==> config.mk <==
export PLATFORM = sky130hd
export DESIGN_NAME = byte_stream_packer
export DESIGN_NICKNAME = d
export VERILOG_FILES = /design/src/rtl/byte_stream_packer.sv
export SDC_FILE = /design/constraint.sdc
export NUM_CORES = 1
export LEC_CHECK = 0
export CORE_MARGIN = 3
export CORE_UTILIZATION = 40
export CTS_CLUSTER_SIZE = 40
export DETAILED_ROUTE_END_ITERATION = 10
export GPL_TIMING_DRIVEN = 0
export SYNTH_ARGS = -nofsm -noshare
export SYNTH_HDL_FRONTEND = slang
export SYNTH_SLANG_ARGS = --single-unit
==> constraint.sdc <==
create_clock -name CLK -period 3.8 [get_ports CLK]
set_clock_uncertainty 0.2 [all_clocks]
set_input_delay 1.14 -clock CLK [delete_from_list [all_inputs] [get_ports CLK]]
set_output_delay 1.14 -clock CLK [all_outputs]
set_load 0.02 [all_outputs]
==> src/rtl/byte_stream_packer.sv <==
// byte_stream_packer: packs a serialized 8-bit byte stream into 32-bit words, lane 0 holding the first byte.
// Latency: the word's completing byte at cycle N gives o_word_valid at N+1; output FIFO of DEPTH words.
// Backpressure: i_word_ready stalls the FIFO; a push into a full FIFO drops the word and sets sticky o_overflow.
// Optional: define PACKER_CHECKSUM_EN to build the 16-bit running byte sum; otherwise o_checksum is tied to zero.
module byte_stream_packer #(
  parameter int DEPTH = 4
) (
  input  logic        CLK,
  input  logic        RESET,
  input  logic        i_start,
  input  logic [15:0] i_byte_len,
  input  logic [7:0]  i_byte,
  input  logic        i_byte_valid,
  output logic [31:0] o_word,
  output logic [3:0]  o_byte_en,
  output logic        o_last,
  output logic        o_word_valid,
  input  logic        i_word_ready,
  output logic        o_busy,
  output logic        o_done,
  output logic        o_overflow,
  output logic [15:0] o_byte_cnt,
  output logic [15:0] o_checksum
);

  localparam int AW = $clog2(DEPTH);

  typedef enum logic [1:0] {S_IDLE, S_ACTIVE, S_DRAIN, S_DONE} state_t;

  state_t      r_state;
  state_t      w_state_nxt;

  logic [15:0] r_len;
  logic [15:0] r_cnt;
  logic [31:0] r_asm;
  logic        r_ovf;

  logic [31:0] r_fifo_word [DEPTH];
  logic [3:0]  r_fifo_en   [DEPTH];
  logic        r_fifo_last [DEPTH];
  logic [AW:0] r_wptr;
  logic [AW:0] r_rptr;

  logic        w_empty;
  logic        w_full;
  logic [AW:0] w_count;
  logic        w_pop;
  logic        w_take;
  logic [1:0]  w_lane;
  logic        w_is_last;
  logic        w_push;
  logic        w_write;
  logic        w_drop;
  logic        w_drain_done;
  logic [31:0] w_asm_nxt;
  logic [3:0]  w_en;

  // FIFO status; the extra pointer bit separates full from empty
  assign w_empty = (r_wptr == r_rptr);
  assign w_full  = (r_wptr[AW] != r_rptr[AW]) && (r_wptr[AW-1:0] == r_rptr[AW-1:0]);
  assign w_count = r_wptr - r_rptr;
  assign w_pop   = !w_empty && i_word_ready;

  // A byte is only taken in ACTIVE; a byte coincident with i_start belongs to neither transfer
  assign w_take    = (r_state == S_ACTIVE) && i_byte_valid && !i_start;
  assign w_lane    = r_cnt[1:0];
  assign w_is_last = ((r_cnt + 16'd1) == r_len);
  assign w_push    = w_take && ((w_lane == 2'd3) || w_is_last);
  // A simultaneous pop frees a slot, so full alone is not a drop
  assign w_drop    = w_push && w_full && !w_pop;
  assign w_write   = w_push && !w_drop;
  // Only pops happen in DRAIN, so the FIFO empties after popping its single remaining entry
  assign w_drain_done = w_empty || ((w_count == {{AW{1'b0}}, 1'b1}) && w_pop);

  // Merge the incoming byte into its lane; higher lanes are still zero from the last clear
  always_comb begin
    w_asm_nxt = r_asm;
    w_asm_nxt[8*w_lane +: 8] = i_byte;
  end

  // Byte enables cover every lane written up to and including the current one
  always_comb begin
    w_en = 4'b0000;
    case (w_lane)
      2'd0:    w_en = 4'b0001;
      2'd1:    w_en = 4'b0011;
      2'd2:    w_en = 4'b0111;
      default: w_en = 4'b1111;
    endcase
  end

  // State register
  always_ff @(posedge CLK) begin
    if (RESET) r_state <= S_IDLE;
    else       r_state <= w_state_nxt;
  end

  // Next-state and status outputs; i_start overrides every state
  always_comb begin
    w_state_nxt = r_state;
    o_busy      = 1'b0;
    o_done      = 1'b0;
    case (r_state)
      S_ACTIVE: begin
        o_busy = 1'b1;
        if (w_push && w_is_last) w_state_nxt = S_DRAIN;
      end
      S_DRAIN: begin
        o_busy = 1'b1;
        if (w_drain_done) w_state_nxt = S_DONE;
      end
      S_DONE: begin
        o_done      = 1'b1;
        w_state_nxt = S_IDLE;
      end
      default: w_state_nxt = r_state;
    endcase
    if (i_start) w_state_nxt = (i_byte_len == 16'd0) ? S_DONE : S_ACTIVE;
  end

  // Counters, assembly register, FIFO pointers and sticky overflow
  always_ff @(posedge CLK) begin
    if (RESET || i_start) begin
      r_len  <= RESET ? 16'd0 : i_byte_len;
      r_cnt  <= 16'd0;
      r_asm  <= 32'd0;
      r_ovf  <= 1'b0;
      r_wptr <= '0;
      r_rptr <= '0;
    end else begin
      if (w_take) begin
        r_cnt <= r_cnt + 16'd1;
        r_asm <= w_push ? 32'd0 : w_asm_nxt;
      end
      if (w_pop)   r_rptr <= r_rptr + 1'b1;
      if (w_write) r_wptr <= r_wptr + 1'b1;
      if (w_drop)  r_ovf  <= 1'b1;
    end
  end

  // FIFO storage; contents need no reset because the pointers gate visibility
  always_ff @(posedge CLK) begin
    if (!RESET && !i_start && w_write) begin
      r_fifo_word[r_wptr[AW-1:0]] <= w_asm_nxt;
      r_fifo_en[r_wptr[AW-1:0]]   <= w_en;
      r_fifo_last[r_wptr[AW-1:0]] <= w_is_last;
    end
  end

  // Head entry is shown only while valid, so outputs read zero when the FIFO is empty
  assign o_word_valid = !w_empty;
  assign o_word       = w_empty ? 32'd0 : r_fifo_word[r_rptr[AW-1:0]];
  assign o_byte_en    = w_empty ? 4'd0  : r_fifo_en[r_rptr[AW-1:0]];
  assign o_last       = w_empty ? 1'b0  : r_fifo_last[r_rptr[AW-1:0]];
  assign o_overflow   = r_ovf;
  assign o_byte_cnt   = r_cnt;

`ifdef PACKER_CHECKSUM_EN
  logic [15:0] r_csum;

  // Running sum of every byte taken in ACTIVE, dropped words included
  always_ff @(posedge CLK) begin
    if (RESET || i_start) r_csum <= 16'd0;
    else if (w_take)      r_csum <= r_csum + {8'h00, i_byte};
  end

  assign o_checksum = r_csum;
`else
  assign o_checksum = 16'h0000;
`endif

endmodule

-- Yosys cells after proc, flatten, opt, wreduce, memory -nomap -nowiden
Memories as Yosys holds them, arrays and structs flattened. A register that Yosys moved wholly into a read port is not among the register bits.
Index checks and enable logic that the tools add are counted.
- register bits: 73
- RAM bits: 148
- output and inout port bits: 73
- memories kept: 3
- $add $sub $neg: 5
- equal/unequal tests: 13
- shift operators: 2
- muxes and demuxes: 21
- reduce and logical (&&, ||, !) cells: 25
- memories (memory ; words ; width ; read ports ; clocked after memory_dff ; write ports ; line ; RTL):
    r_fifo_word ; 4 ; 32 ; 1 ; 1 ; 1 ; 38 ; logic [31:0] r_fifo_word [DEPTH];
    r_fifo_en ; 4 ; 4 ; 1 ; 1 ; 1 ; 39 ; logic [3:0] r_fifo_en [DEPTH];
    r_fifo_last ; 4 ; 1 ; 1 ; 1 ; 1 ; 40 ; logic r_fifo_last [DEPTH];
- operators with widths (cell ; count):
    2-to-1 mux 32 bit ; 2
    negation 5 -> 34 bit ; 1
    variable shift 8 x 34 -> 32 bit (first input constant) ; 1
    variable part select 8 x 34 -> 32 bit ; 1
    bitwise mux 32 bit ; 1
    2-to-1 mux 2 bit ; 10
    adder 16 x 1 -> 16 bit (second input constant) ; 1
    == test 16 bit ; 1
    logical NOT 16 bit ; 1
    logical AND 1 bit ; 12
    one-hot mux 4 bit (3 select lines) ; 1
    == test 2 bit (second input constant) ; 4
    adder 3 x 1 -> 3 bit (second input constant) ; 2
    one-hot mux 2 bit (3 select lines) ; 1
    logical NOT 1 bit ; 5
    2-to-1 mux 1 bit ; 5
    == test 2 x 1 -> 1 bit (second input constant) ; 2
    2-to-1 mux 4 bit ; 1
    nonzero test 4 bit ; 1
    == test 3 x 1 -> 1 bit (second input constant) ; 1
    == test 3 bit ; 1
    logical OR 1 bit ; 3
    != test 3 x 2 -> 1 bit (second input constant) ; 1
    != test 3 bit (second input constant) ; 1
    6 further kinds ; 6

-- Longest topological paths before layout
Gate-level depths: netlist of the first run.
- word-level depth: 11
- mapped depth: 12

-- Least setup slack after synthesis of the first run
No wires, ideal clock.
- path type: reg2reg
- start point: reg r_cnt[0], in the netlist o_byte_cnt[0]
- end point: mem r_fifo_en[3][1], enable pin
- library setup time: 0.397 ns
- data arrival time: 3.721 ns
- slack: -0.517 ns
- cell stages (with the launch flop): 12
- buffers on the path: 2
- cell sequence: dfxtp_1 > clkbuf_1 > inv_1 > ha_1 > xnor2_1 > o211ai_1 > a2111oi_0 > nand4_1 > o41a_1 > buf_2 > nor2_1 > and3_1
- word-level cells in the longest chain between the ends: 11
- RTL lines (what ; line ; RTL):
    start: declaration ; 34 ; logic [15:0] r_cnt;
    start signal: assignment ; 132 ; r_cnt <= r_cnt + 16'd1;
    adder 16 x 1 -> 16 bit ; 67 ; assign w_is_last = ((r_cnt + 16'd1) == r_len);
    == test 16 bit ; 67 ;
    logical OR 1 bit * ; 68 ; assign w_push = w_take && ((w_lane == 2'd3) || w_is_last);
    logical AND 1 bit * ; 68 ;
    logical AND 1 bit (2 in series) ; 70 ; assign w_drop = w_push && w_full && !w_pop;
    logical NOT 1 bit ; 71 ; assign w_write = w_push && !w_drop;
    logical AND 1 bit * ; 71 ;
    logical AND 1 bit * ; 143 ; if (!RESET && !i_start && w_write) begin
    2-to-1 mux 1 bit * ; 143 ;
    2-to-1 mux 1 bit (not written as such) * ; 145 ; r_fifo_en[r_wptr[AW-1:0]] <= w_en;
    end: declaration ; 39 ;
Every way passes the cells marked *; elsewhere a longest branch is shown, timed or not.

-- Worst setup path after layout of the first run
- start point: in i_start
- end point: mem r_fifo_word[1][30], enable pin
- word-level cells in the longest chain between the ends: 10
- RTL lines (what ; line ; RTL):
    start: declaration ; 10 ; input logic i_start,
    logical NOT 1 bit * ; 65, 143 ;
    logical AND 1 bit ; 65 ; assign w_take = (r_state == S_ACTIVE) && i_byte_valid && !i_start;
    logical AND 1 bit ; 68 ;
    logical AND 1 bit (2 in series) ; 70 ;
    logical NOT 1 bit ; 71 ;
    logical AND 1 bit ; 71 ;
    logical AND 1 bit * ; 143 ;
    2-to-1 mux 1 bit * ; 143 ;
    2-to-1 mux 1 bit (not written as such) * ; 144 ; r_fifo_word[r_wptr[AW-1:0]] <= w_asm_nxt;
    end: declaration ; 38 ;
Marked as above.

==> results of run 1 <==
==> cell usage after synthesis, drive strengths merged (2+ instances only) <==
master,instances,area share [%]
a2111oi,2,0.37
a211o,2,0.19
a21oi,9,0.46
a41o,33,3.3
and2,39,2.5
and3,8,0.51
and4,2,0.20
buf,25,1.7
clkbuf,35,1.3
dfxtp,59,12
edfxtp,160,49
ha,18,2.3
inv,50,1.9
mux2i,2,0.20
mux4,36,8.2
nand2,55,2.1
nand3,13,0.71
nand3b,2,0.15
nand4,9,0.57
nor2,28,1.2
nor2b,16,1.0
nor3,41,2.1
nor4,7,0.44
o21a,2,0.15
o21ai,40,2.0
o21bai,2,0.15
o22ai,3,0.19
o31a,2,0.18
or2,2,0.13
or3,7,0.44
xnor2,20,1.8
xor2,15,1.3
==> final timing paths <==
path	startpoint	endpoint	slack (ns)	cells after the start
setup / recovery	i_start	r_fifo_word[1][30]	0.07	6
hold / removal	r_rptr[1]	flop	0.29	2
setup reg to reg	o_byte_cnt[0]	r_fifo_word[1][30]	0.15	12
hold reg to reg	r_rptr[1]	flop	0.29	2
==> cell families after synthesis <==
kind of cell,share of synthesized area (%)
and+or+nand+nor,12.5
DFF,60.6
buffers and inverters,4.95
AOI/OAI and AO/OA,7.69
muxes,8.41
xor gates and xnor gates,3.34
adders and majority gates,2.48
other,0.0380
==> state kept, by name (all words and copies together) (netlist names), named ones only <==
| name | flops |
|---|---|
| r_wptr | 3 |
| r_fifo_last | 4 |
| r_len | 16 |
| r_asm | 32 |
| r_fifo_en | 12 |
| r_fifo_word | 128 |
| o_byte_cnt | 16 |
| r_rptr | 3 |
| o_overflow | 1 |
| r_state | 2 |
==> where the power goes <==
group / switching (W) / leakage, nW / internal [W]
Combinational: 0.000134 / 2.27 / 0.0000872
Sequential: 0.0000151 / 1.87 / 0.00256
Clock: 0.000921 / 0.405 / 0.00148
Total: 0.00107 / 4.54 / 0.00413
==> layout make-up <==
type                       count  area share (%)
multi-input combinational    449            28.8
clock buffer                  30            5.15
sequential                   219            48.0
clock inverter                14            1.48
inverter                      50            1.50
timing repair buffer         102            8.99
tap                          319            3.19
buffer                        58            2.92
==> timing repair <==
| action | CTS | global route |
|---|---|---|
| cloned | 4 | 0 |
| resized for setup | 83 | 16 |
| endpoints found under the hold margin | 0 | 0 |
| buffers inserted | 18 | 0 |
| pin swaps | 10 | 3 |
| endpoints found under the setup margin | 183 | 146 |
==> worst reg2reg max path: cells and delay by family (launching register included) <==
| kind | cells | cell delay [ns] |
|---|---|---|
| fa+ha+maj | 1 | 0.34 |
| xor+xnor | 1 | 0.12 |
| simple gates | 3 | 0.77 |
| buf+inv | 4 | 0.66 |
| flops | 1 | 0.40 |
| compound gates | 3 | 0.86 |
==> per-layer routing <==
| metal | vias to the layer above | routed length [um] |
|---|---|---|
| met1 | 3187 | 10200 |
| met4 | 0 | 471 |
| met2 | 223 | 11100 |
| met5 | - | 0 |
| met3 | 35 | 1400 |
| li1 | 3084 | - |
==> stage by stage <==
| step | hold slack, ns | setup TNS [ns] |
|---|---|---|
| floorplan | 0.267 | -19.84 |
| global placement | 0.297 | -159.22 |
| detailed placement | 0.290 | -153.94 |
| CTS | 0.292 | 0 |
| global route | 0.316 | -0.0180 |
| finish | 0.292 | 0 |
==> results.sh, run 1 <==
export IMPL_status="finished, final reports clean"
export IMPL_leakage_nw=4.54
export IMPL_yosysSeqAreaShare_pct=60.6
export IMPL_async_flop_share_pct=0
export IMPL_drtPass1Iterations=5
export IMPL_path_buf_inv=2
export IMPL_power_w=0.00520
export IMPL_final_util_pct=52.3
export IMPL_multi_input_area_um2=3600
export IMPL_clock_path_buffers=3
export IMPL_final_cell_mix="160 x edfxtp_1, 55 x nand2_1, 55 x dfxtp_1, 50 x inv_1, 46 x clkdlybuf4s50_1"
export IMPL_nets=952
export IMPL_start_util_pct=41.3
export IMPL_cts_tree="yes"
export IMPL_slew_violations=0
export IMPL_cp_start_kind="primary input"
export IMPL_hpwlAfterDp_um=14500
export IMPL_critPathTopFamily="simple AND/OR/NAND/NOR gates"
export IMPL_setup_violations=0
export IMPL_io_buffers=84
export IMPL_overflow=0
export IMPL_slew_headroom_pct=14.1
export IMPL_grt_max_degree=26
export IMPL_final_setup_worst_slack_ns=0.0729
export IMPL_post_dp_cell_area_um2=11200
export IMPL_die_area_um2=26600
export IMPL_gr_usage_met1_pct=24.8
export IMPL_dieHeight_um=163
export IMPL_cpPeakStageDelay_ns=0.99
export IMPL_critPathArrivalTime_ns=3.75
export IMPL_powerDensity_nw_per_um2=416
export IMPL_use_met2_pct=28.9
export IMPL_avgSynthCellArea_um2=13.0
export IMPL_regArea_um2=5990
export IMPL_crit_chain="clkdlybuf4s50_1 -> nor3_1 -> nand2_1 -> nor2_4 -> and3_4 -> buf_12"
export IMPL_post_place_ws_ns=-0.932
export IMPL_period_share_pct=98.1
export IMPL_ys_ff_latch=219
export IMPL_worst_slew_pin_slew_ns=1.27
export IMPL_antenna_found_initial=0
export IMPL_grt_use_met3_pct=2.51
export IMPL_vias=6529
export IMPL_antenna_left=0
export IMPL_cts_buffers=24
export IMPL_layout_min_cycle_time_ns=3.73
export IMPL_placedCellCount=1177
export IMPL_routedWlPerCell_um=18.7
export IMPL_clk_pin_slew_worst_paths_ns=0.06
export IMPL_max_cap_viol_count=0
export IMPL_syn_to_final_growth_pct=26.5
export IMPL_routed_wl_um=23200
export IMPL_clock_latency_ns=0.52
export IMPL_htree_levels=1
export IMPL_grt_pass1_vias=6429
export IMPL_antenna_cells=0
export IMPL_crit_path_top_delay_cell="nor3_1"
export IMPL_path_class="in2reg"
export IMPL_cp_required_ns=3.82
export IMPL_end_kind="flop"
export IMPL_ios=102
export IMPL_synth_ff_type="edfxtp_1"
export IMPL_drt_drc_violations_left=0
export IMPL_layout_commonest_cell="edfxtp_1"
export IMPL_die_w_um=163
export IMPL_busiest_layer="met2"
export IMPL_routabilityCongestion=0.840
export IMPL_fin_cells=1241
export IMPL_coreArea_um2=23900
export IMPL_fill_cells=2080
export IMPL_track_usage_pct=17.5
export IMPL_grt_pass1_wl_um=36500
export IMPL_drive_gt1_share_pct=17.2
export IMPL_synth_edf_count=160
export IMPL_syn_inst=759
export IMPL_placementRows=56
export IMPL_fin_area_um2=12500
export IMPL_yosysWarnings=0
export IMPL_cp_max_fo=11
export IMPL_yosysUniqueCellTypes=55
export IMPL_hp_class="reg2reg"
export IMPL_syn_area_um2=9880
export IMPL_drtIter0Drc=498
export IMPL_ir_drop_uv=241
export IMPL_hold_viol_final=0
export IMPL_clock_tree_root_cell="clkbuf_16"
export IMPL_cts_sink_count=219
export IMPL_ctsHoldBuffers=0
export IMPL_vias_per_cell=5.26
export IMPL_max_freq_mhz=268
Note: power is estimated with default switching activity, not from simulation.
==> inputs of run 2 (changes only) <==
--- a/config.mk
+++ b/config.mk
@@ -10,6 +10,7 @@
 export CTS_CLUSTER_SIZE = 40
 export DETAILED_ROUTE_END_ITERATION = 10
 export GPL_TIMING_DRIVEN = 0
+export SETUP_SLACK_MARGIN = 0.02
 export SYNTH_ARGS = -nofsm -noshare
 export SYNTH_HDL_FRONTEND = slang
 export SYNTH_SLANG_ARGS = --single-unit
==> run 2 against run 1 <==
  * First-iteration DRC count shrank 5.0%
  * Via count grew 0.12%
  * Sequential power is essentially flat
  * Sequential cell count is the same
  * Die area is the same
  * Largest cell class unchanged
==> results.sh, run 2 (synthesis results as in run 1) <==
export IMPL_hpwlAfterDp_um=14500
export IMPL_nets=952
export IMPL_grt_max_degree=26
export IMPL_crit_path_top_delay_cell="a2111o_1"
export IMPL_track_usage_pct=17.5
export IMPL_antenna_found_initial=0
export IMPL_largest_reg_flops=128
export IMPL_layout_min_cycle_time_ns=3.61
export IMPL_ctsHoldBuffers=0
export IMPL_cpPeakStageDelay_ns=0.47
export IMPL_drtIter0Drc=473
export IMPL_die_area_um2=26600
export IMPL_syn_to_final_growth_pct=26.5
export IMPL_antenna_cells=0
export IMPL_status="finished, final reports clean"
export IMPL_seq_power_share_pct=49.6
export IMPL_start_util_pct=41.3
export IMPL_layout_commonest_cell="edfxtp_1"
export IMPL_fill_cells=2081
export IMPL_clock_path_buffers=3
export IMPL_clk_pin_slew_worst_paths_ns=0.06
export IMPL_drive_gt1_share_pct=17.4
export IMPL_routabilityCongestion=0.840
export IMPL_cp_required_ns=3.82
export IMPL_end_kind="flop"
export IMPL_cts_buffers=24
export IMPL_grt_pass1_wl_um=36500
export IMPL_overflow=0
export IMPL_final_cell_mix="160 x edfxtp_1, 55 x nand2_1, 55 x dfxtp_1, 50 x inv_1, 46 x clkdlybuf4s50_1"
export IMPL_p_int_w=0.00413
export IMPL_leakage_nw=4.53
export IMPL_hold_ws_ns=0.294
export IMPL_slew_headroom_pct=14.5
export IMPL_cp_max_fo=12
export IMPL_htree_levels=1
export IMPL_worst_slew_pin_slew_ns=1.26
export IMPL_vias=6537
export IMPL_clock_tree_root_cell="clkbuf_16"
export IMPL_rsz0062_at_grt="false"
export IMPL_post_place_ws_ns=-0.932
export IMPL_path_class="reg2reg"
export IMPL_vias_per_cell=5.27
export IMPL_drt_drc_violations_left=0
export IMPL_final_util_pct=52.3
export IMPL_max_freq_mhz=277
export IMPL_cp_start_kind="flop"
export IMPL_cts_sink_count=219
export IMPL_swShare_pct=20.6
export IMPL_max_cap_viol_count=0
export IMPL_critPathArrivalTime_ns=3.63
export IMPL_combinationalPowerShare_pct=4.3
export IMPL_grt_pass1_vias=6428
export IMPL_drtPass1Iterations=7
export IMPL_crit_chain="ha_2 -> nand3_2 -> a2111oi_4 -> nor2_1 -> a2111o_1 -> o41a_1 -> buf_2 -> nor2_4 -> and3_4 -> buf_12"
export IMPL_hold_viol_final=0
export IMPL_hp_class="reg2reg"
export IMPL_switchingPower_w=0.00107
export IMPL_routedWlPerCell_um=18.7
export IMPL_powerDensity_nw_per_um2=416
export IMPL_ir_drop_uv=241
export IMPL_antenna_left=0
export IMPL_critPathTopFamily="compound AO/OA/AOI/OAI gates"
export IMPL_dieHeight_um=163
export IMPL_setup_violations=0
export IMPL_routed_wl_um=23200
export IMPL_ios=102
export IMPL_period_share_pct=95.0
export IMPL_clkPwrFrac_pct=46.1
export IMPL_slew_violations=0
export IMPL_io_buffers=84
export IMPL_final_setup_worst_slack_ns=0.191
export IMPL_clock_latency_ns=0.52
export IMPL_coreArea_um2=23900
export IMPL_path_buf_inv=2
export IMPL_placementRows=56
export IMPL_cts_tree="yes"
export IMPL_die_w_um=163
run 2: cell types whose count changed in the layout (fill, tap and decap cells not counted):
| cell | previous run | this run |
|---|---|---|
| dfxtp_4 | 1 | 2 |
| dlygate4sd2_1 | 36 | 37 |
| dfxtp_2 | 3 | 2 |
| dlymetal6s2s_1 | 2 | 1 |
| nor3_1 | 41 | 40 |
| nor3_2 | 0 | 1 |
run 2: stage by stage:
| step | TNS (ns) | std cells | power (W) | area [um^2] |
|---|---|---|---|---|
| after floorplan | -19.84 | 774 | 0.00276 | 9940 |
| after global placement | -159.22 | 1177 | 0.00285 | 11200 |
| after detailed placement | -153.94 | 1177 | 0.00285 | 11200 |
| after CTS | 0 | 1241 | 0.00525 | 12500 |
| after global routing | 0 | 1241 | 0.00537 | 12500 |
| final | 0 | 1241 | 0.00520 | 12500 |
run 2: worst reg2reg max path, stage by stage (launching register included):
cell       delay [ns]
dfxtp_2          0.43
ha_2             0.32
nand3_2          0.21
a2111oi_4        0.24
nor2_1           0.09
a2111o_1         0.47
o41a_1           0.44
buf_2            0.21
nor2_4           0.27
and3_4           0.27
buf_12           0.15
run 2: area by class of cell:
class / count / area (um^2) / area share (%)
flip-flops and latches: 219 / 6000 / 48.0
multi-input cells: 449 / 3600 / 28.8
repair buffers: 102 / 1120 / 8.96
clock buffers: 30 / 643 / 5.14
well taps: 319 / 399 / 3.19
plain buffers: 58 / 365 / 2.92
inverters: 50 / 188 / 1.50
clock inverters: 14 / 185 / 1.48
run 2: routing by layer:
| layer | share of wire, % | up-vias | track usage [%] |
|---|---|---|---|
| met4 | 1.8 | 0 | 4.08 |
| li1 | - | 3088 | - |
| met3 | 6.0 | 33 | 2.51 |
| met2 | 48 | 211 | 28.9 |
| met5 | 0 | - | 0 |
| met1 | 44 | 3205 | 24.8 |
run 2: power groups by stage:
stage | clock [W] | combinational, W | sequential (W)
final | 0.00240 | 0.000222 | 0.00258
after global routing | 0.00255 | 0.000242 | 0.00258
after CTS | 0.00245 | 0.000218 | 0.00258
after detailed placement | 0 | 0.000215 | 0.00263
after global placement | 0 | 0.000215 | 0.00263
after floorplan | 0 | 0.000134 | 0.00263
run 2: path summary, 6_finish.rpt:
path / from / to / slack [ns] / depth (start not counted)
setup reg to reg: o_byte_cnt[1] / r_fifo_en[0][2] / 0.19 / 10
setup / recovery: o_byte_cnt[1] / r_fifo_en[0][2] / 0.19 / 10
hold / removal: r_rptr[1] / flop / 0.29 / 2
hold reg to reg: r_rptr[1] / flop / 0.29 / 2
run 2: what timing repair did:
action,4_1_cts,5_1_grt
setup endpoints to repair,191,145
pin swaps,10,3
resized for setup,86,15
setup buffers,18,0
cloned,4,0
==> inputs of run 3 (changes only) <==
--- a/config.mk
+++ b/config.mk
@@ -5,6 +5,7 @@
 export SDC_FILE = /design/constraint.sdc
 export NUM_CORES = 1
 export LEC_CHECK = 0
+export ABC_CLOCK_PERIOD_IN_PS = 3800
 export CORE_MARGIN = 3
 export CORE_UTILIZATION = 40
 export CTS_CLUSTER_SIZE = 40
==> results of run 3 <==
The final DEF is identical to that of run 2; final timing and power are the same.
